## src/rtl/ascon_ctrl_fsm.sv

```systemverilog
// ascon_ctrl_fsm
// Sequencing controller for the one-round-per-cycle ASCON-128 permutation
// datapath: initialisation, one associated-data block, a stream of plaintext
// blocks, then finalisation.
//
// Ports:
//   clock, reset_n            clock, asynchronous active-low reset
//   i_start                   start pulse (IV||K||N valid on datapath i_state)
//   i_data_valid/i_data_last  data block handshake; last marks the final PT block
//   o_data_ready              block accepted when o_data_ready & i_data_valid
//   o_sys_enable              datapath enable; falls only in IDLE
//   o_mux_select              0 = load i_state, 1 = feedback
//   o_enable_xor_*            datapath XOR enables
//   o_enable_cipher_reg/tag_reg/state_reg   datapath register enables
//   o_round                   round index of the executing round (0 otherwise)
//   o_cipher_valid            pulse the cycle after the cipher register loads
//   o_busy, o_done            status
//
// Optional build macro ASCON_CTRL_CYCLE_CNT_EN adds o_cycle_count[15:0].
module ascon_ctrl_fsm #(
  parameter int unsigned ROUNDS_A = 12,
  parameter int unsigned ROUNDS_B = 6
) (
  input  logic        clock,
  input  logic        reset_n,
  input  logic        i_start,
  input  logic        i_data_valid,
  input  logic        i_data_last,
  output logic        o_data_ready,
  output logic        o_sys_enable,
  output logic        o_mux_select,
  output logic        o_enable_xor_key_begin,
  output logic        o_enable_xor_data_begin,
  output logic        o_enable_xor_key_end,
  output logic        o_enable_xor_lsb_end,
  output logic        o_enable_cipher_reg,
  output logic        o_enable_tag_reg,
  output logic        o_enable_state_reg,
  output logic [3:0]  o_round,
  output logic        o_cipher_valid,
  output logic        o_busy,
`ifdef ASCON_CTRL_CYCLE_CNT_EN
  output logic [15:0] o_cycle_count,
`endif
  output logic        o_done
);

  localparam logic [3:0] START_A    = 4'(12 - ROUNDS_A);
  localparam logic [3:0] START_B    = 4'(12 - ROUNDS_B);
  localparam logic [3:0] LAST_ROUND = 4'd11;

  typedef enum logic [2:0] {
    S_IDLE, S_INIT, S_WAIT_AD, S_AD, S_WAIT_PT, S_PT, S_FINAL, S_DONE
  } state_t;

  state_t     r_state;
  state_t     w_next;
  logic [3:0] r_round;
  logic [3:0] w_round;
  logic       w_round_en;
  logic       w_mux_select;
  logic       w_xor_key_begin;
  logic       w_xor_data_begin;
  logic       w_xor_key_end;
  logic       w_xor_lsb_end;
  logic       w_cipher_reg;
  logic       w_tag_reg;
  logic       w_data_ready;
  logic       w_idle_or_done;
  logic       r_cipher_valid;

  assign w_idle_or_done = (r_state == S_IDLE) || (r_state == S_DONE);

  // r_round holds the index of the next round of a running phase. The first
  // round of each phase executes in the start/handshake cycle, so its index
  // comes from the phase start constant instead of the register.
  always_comb begin
    w_next           = r_state;
    w_round          = '0;
    w_round_en       = 1'b0;
    w_mux_select     = 1'b0;
    w_xor_key_begin  = 1'b0;
    w_xor_data_begin = 1'b0;
    w_xor_key_end    = 1'b0;
    w_xor_lsb_end    = 1'b0;
    w_cipher_reg     = 1'b0;
    w_tag_reg        = 1'b0;
    w_data_ready     = 1'b0;
    case (r_state)
      S_IDLE, S_DONE: begin
        if (i_start) begin
          w_round_en = 1'b1;
          w_round    = START_A;
          w_next     = S_INIT;
        end
      end
      S_INIT: begin
        w_round_en   = 1'b1;
        w_mux_select = 1'b1;
        w_round      = r_round;
        if (r_round == LAST_ROUND) begin
          w_xor_key_end = 1'b1;
          w_next        = S_WAIT_AD;
        end
      end
      S_WAIT_AD: begin
        w_data_ready = 1'b1;
        if (i_data_valid) begin
          w_round_en       = 1'b1;
          w_mux_select     = 1'b1;
          w_round          = START_B;
          w_xor_data_begin = 1'b1;
          w_next           = S_AD;
        end
      end
      S_AD: begin
        w_round_en   = 1'b1;
        w_mux_select = 1'b1;
        w_round      = r_round;
        if (r_round == LAST_ROUND) begin
          w_xor_lsb_end = 1'b1;
          w_next        = S_WAIT_PT;
        end
      end
      S_WAIT_PT: begin
        w_data_ready = 1'b1;
        if (i_data_valid) begin
          w_round_en       = 1'b1;
          w_mux_select     = 1'b1;
          w_xor_data_begin = 1'b1;
          w_cipher_reg     = 1'b1;
          if (i_data_last) begin
            w_round         = START_A;
            w_xor_key_begin = 1'b1;
            w_next          = S_FINAL;
          end else begin
            w_round = START_B;
            w_next  = S_PT;
          end
        end
      end
      S_PT: begin
        w_round_en   = 1'b1;
        w_mux_select = 1'b1;
        w_round      = r_round;
        if (r_round == LAST_ROUND) begin
          w_next = S_WAIT_PT;
        end
      end
      S_FINAL: begin
        w_round_en   = 1'b1;
        w_mux_select = 1'b1;
        w_round      = r_round;
        if (r_round == LAST_ROUND) begin
          w_xor_key_end = 1'b1;
          w_tag_reg     = 1'b1;
          w_next        = S_DONE;
        end
      end
      default: w_next = S_IDLE;
    endcase
  end

  always_ff @(posedge clock or negedge reset_n) begin
    if (!reset_n) begin
      r_state        <= S_IDLE;
      r_round        <= '0;
      r_cipher_valid <= 1'b0;
    end else begin
      r_state        <= w_next;
      r_cipher_valid <= w_cipher_reg;
      if (w_round_en) begin
        r_round <= (w_round == LAST_ROUND) ? '0 : w_round + 4'd1;
      end
    end
  end

`ifdef ASCON_CTRL_CYCLE_CNT_EN
  logic [15:0] r_cycle_count;

  // The accepted-start cycle already executes the first round, so the count
  // restarts at 1 rather than 0 to include it.
  always_ff @(posedge clock or negedge reset_n) begin
    if (!reset_n) begin
      r_cycle_count <= '0;
    end else if (i_start && w_idle_or_done) begin
      r_cycle_count <= 16'd1;
    end else if (!w_idle_or_done && (r_cycle_count != '1)) begin
      r_cycle_count <= r_cycle_count + 16'd1;
    end
  end

  assign o_cycle_count = r_cycle_count;
`endif

  assign o_data_ready            = w_data_ready;
  assign o_sys_enable            = (r_state != S_IDLE) || i_start;
  assign o_mux_select            = w_mux_select;
  assign o_enable_xor_key_begin  = w_xor_key_begin;
  assign o_enable_xor_data_begin = w_xor_data_begin;
  assign o_enable_xor_key_end    = w_xor_key_end;
  assign o_enable_xor_lsb_end    = w_xor_lsb_end;
  assign o_enable_cipher_reg     = w_cipher_reg;
  assign o_enable_tag_reg        = w_tag_reg;
  assign o_enable_state_reg      = w_round_en;
  assign o_round                 = w_round;
  assign o_cipher_valid          = r_cipher_valid;
  assign o_busy                  = !w_idle_or_done;
  assign o_done                  = (r_state == S_DONE);

endmodule

```

## config.mk

```make
export PLATFORM = sky130hd
export DESIGN_NAME = ascon_ctrl_fsm
export DESIGN_NICKNAME = d
export VERILOG_FILES = /design/src/rtl/ascon_ctrl_fsm.sv
export SDC_FILE = /design/constraint.sdc
export NUM_CORES = 1
export LEC_CHECK = 0
export ABC_AREA = 1
export CAP_MARGIN = 20
export CORE_ASPECT_RATIO = 1.25
export CORE_MARGIN = 1
export CORE_UTILIZATION = 31
export CTS_BUF_LIST = sky130_fd_sc_hd__clkbuf_8
export CTS_CLUSTER_SIZE = 10
export DETAILED_ROUTE_END_ITERATION = 12
export PLACE_DENSITY_LB_ADDON = 0.1
export SYNTH_ARGS = -nofsm -noshare
export SYNTH_HDL_FRONTEND = slang
export SYNTH_SLANG_ARGS = --single-unit
```

## constraint.sdc

```tcl
create_clock -name clock -period 3.85 [get_ports clock]
set_input_delay 0.77 -clock clock [delete_from_list [all_inputs] [get_ports clock]]
set_output_delay 0.77 -clock clock [all_outputs]
set_load 0.03 [all_outputs]
```

==> results.cfg, run 1 <==
[run_status]
outcome = complete, no violations

[floorplanning]
core_area_um2 = 1982
row_count = 18
pin_count = 22
die_y_um = 53.12
die_x_um = 42.90
initial_utilization_pct = 32.70
die_area_um2 = 2279

[final_layout]
final_area_um2 = 905.9
seqCellArea_um2 = 200.2
multi_input_area_um2 = 369.1
layout-drive-gt1-share_pct = 15.25
antennaDiodeCount = 0
syn_to_final_growth_pct = 39.77
fin_nets = 126
fill_cells = 221

[synth]
synth_compound_area_share_pct = 6.950
avgSynthCellArea_um2 = 6.751
syn_area_um2 = 648.1
synth_top_area_share_pct = 30.89
yosysSeqAreaShare_pct = 30.89
synthXorXnorAreaFrac_pct = 1.351
yosys_warnings = 0
synth_top_family_by_area = simple AND/OR/NAND/NOR gates
synth_fa_ha_area_share_pct = 1.931
yosysUniqueCellTypes = 20
yosysTopAreaCell = dfrtp_1
syn-instance-count = 96
yosys.area_share.simple_pct = 46.72
yosys-top-cells-area = dfrtp_1 (31%), nand2_1 (12%), nand3_1 (10%), inv_1 (7.5%), nor2_1 (6.4%)
synthMuxAreaShare_pct = 0
synth_seq_cells = 8
synth_nets = 102

[clocking]
clk-insertion-delay-late_ps = 220
cts_root_buffer = clkbuf_8
cts_buffers = 3
cts_sinks = 8
hold_buffers = 0
cts_tree = yes
clkTransAtPathRegs_ps = 40
htree_levels = 1
post-cts-setup-buffers = 0
ctsResizeCount = 0
clock_path_buffers = 2

[placed_design]
gp_congestion = 0.7836
placed_area_um2 = 864.6
portBuffers = 21
dp_hpwl_um = 1288

[timing]
max_clock_freq_mhz = 312.5
clock_skew_ps = 0.9255
tns_ps = 0
hold_viol = 0
finalCritPeriodShare_pct = 83.11
setup_viol = 0
tightestPinTransition_ps = 356.3
maxSlewViolCount = 0
relSlewSlack_pct = 76.18
min_period_ps = 3200
rsz0062_at_grt = no

[global_route]
grt_pass1_vias = 613
grt_first_pass_wirelength_um = 2435
gr-total-overflow = 0
antenna_found_initial = 0
track_usage_pct = 14.60
grt_max_degree = 10

[critical_path]
cp.arrival_ps = 2430
crit_required_ps = 3080
cp-end-kind = primary output
worstSetupStartpointType = input port
crit_fanout = 6
path_class = in2out

[detailed_routing]
vias = 627
viasPerCell = 4.543
drc = 0
drt_iter0_drc = 9
ant_nets = 0
dr.pass1.iters = 4
wl_um = 1485
wl_per_cell_um = 10.76

[hold_path]
min_path_type = reg2reg

[pwr]
irDropWorstVdd_v = 0.0004472
p_per_area_nw_per_um2 = 944.2
p_total_uw = 855.4
cellLeakagePower_uw = 0.0004308

[run]
max_cap_violations = 0
worst max-delay path, stage by stage:
cell             delay [ps]
clkdlybuf4s50_1         500
inv_1                   110
nor2_1                  100
nand3_1                 110
nand3_1                 160
clkdlybuf4s50_1         690
worst paths after layout:
check | to | start | cells after the start | slack (ps)
worst min register to register | r_round[3] | r_round[3] | 2 | 480
worst min-delay path | r_round[3] | r_round[3] | 2 | 480
min in group asynchronous | o_cipher_valid | reset_n | 1 | 830
worst max register to register | r_round[3] | r_state[1] | 8 | 2160
worst max-delay path | o_round[1] | i_data_valid | 6 | 650
max in group asynchronous | r_round[2] | reset_n | 1 | 2770
power by group:
part / switching, uW / leakage, uW / total, uW / internal (uW)
Combinational: 371 / 0.000308 / 586 / 215
Clock: 28.2 / 0.0000216 / 95.5 / 67.3
Sequential: 51.7 / 0.000101 / 174 / 122
final cells by class:
cell class | instances | area share (%)
inverters | 16 | 6.630
flip-flops and latches | 8 | 22.10
well taps | 20 | 2.762
clock buffers | 3 | 4.558
multi-input cells | 70 | 40.75
repair buffers | 21 | 23.20
per-stage QoR:
stage	std cells	hold slack [ps]	util [%]	worst slack, ps
floorplan	96	449.1	-	1298
global placement	135	472.0	43.62	674.7
detailed placement	135	470.8	43.62	650.4
CTS	138	482.5	45.71	637.8
global route	138	517.1	45.71	528.2
finish	138	484.3	45.71	650.3
cells in the mapped netlist:
| master | count |
|---|---|
| a21oi_1 | 2 |
| buf_4 | 1 |
| buf_6 | 1 |
| dfrtp_1 | 8 |
| ha_1 | 1 |
| inv_1 | 13 |
| inv_2 | 3 |
| nand2_1 | 21 |
| nand2_2 | 2 |
| nand2_4 | 2 |
| nand3_1 | 13 |
| nand3_2 | 3 |
| nand4_1 | 1 |
| nor2_1 | 11 |
| nor2_2 | 3 |
| nor2_4 | 2 |
| nor3_1 | 1 |
| o21ai_0 | 4 |
| o21ai_1 | 3 |
| xnor2_1 | 1 |
sequential cells by signal, summed over array words and instances, names as in the netlist:
| name | count |
|---|---|
| r_state | 3 |
| o_cipher_valid | 1 |
| r_round | 4 |
placed cells by master (no fill, tap or decap), drive strengths merged:
cell / synthesis / final
ha: 1 / 1
inv: 16 / 16
dfrtp: 8 / 8
clkbuf: 0 / 3
nor3: 1 / 1
clkdlybuf4s50: 0 / 21
nand4: 1 / 1
o21ai: 7 / 7
xnor2: 1 / 1
a21oi: 2 / 2
nand2: 25 / 25
nand3: 16 / 16
nor2: 16 / 16
cells by family (layout without fill, tap and decap cells):
logic type      after synthesis  after routing
compound gates                9              9
simple gates                 59             59
fa+ha+maj                     1              1
buf+inv                      18             40
xor+xnor                      1              1
flops                         8              8
per-layer routing:
metal	global-route usage [%]	wire length, um
met5	0	0
met1	14.97	633
met3	5.119	40
met2	28.54	811
met4	2.083	0
Power figures use the tool's default switching activity.
==> run 2, diff against run 1 <==
clock period = 3.14 ns   (was 3.85 ns; I/O delays follow)
==> results of run 2 <==
The final DEF is identical to that of run 1. Status: complete, no violations.
Among the figures that moved: setup slack after placement 650.4 ps -> 224.4 ps; setup slack after layout 650.3 ps -> 224.3 ps; register-to-register setup slack 2160 ps -> 1450 ps; total power 855.4 uW -> 1049 uW; worst IR drop on VDD 0.0004472 V -> 0.0005484 V
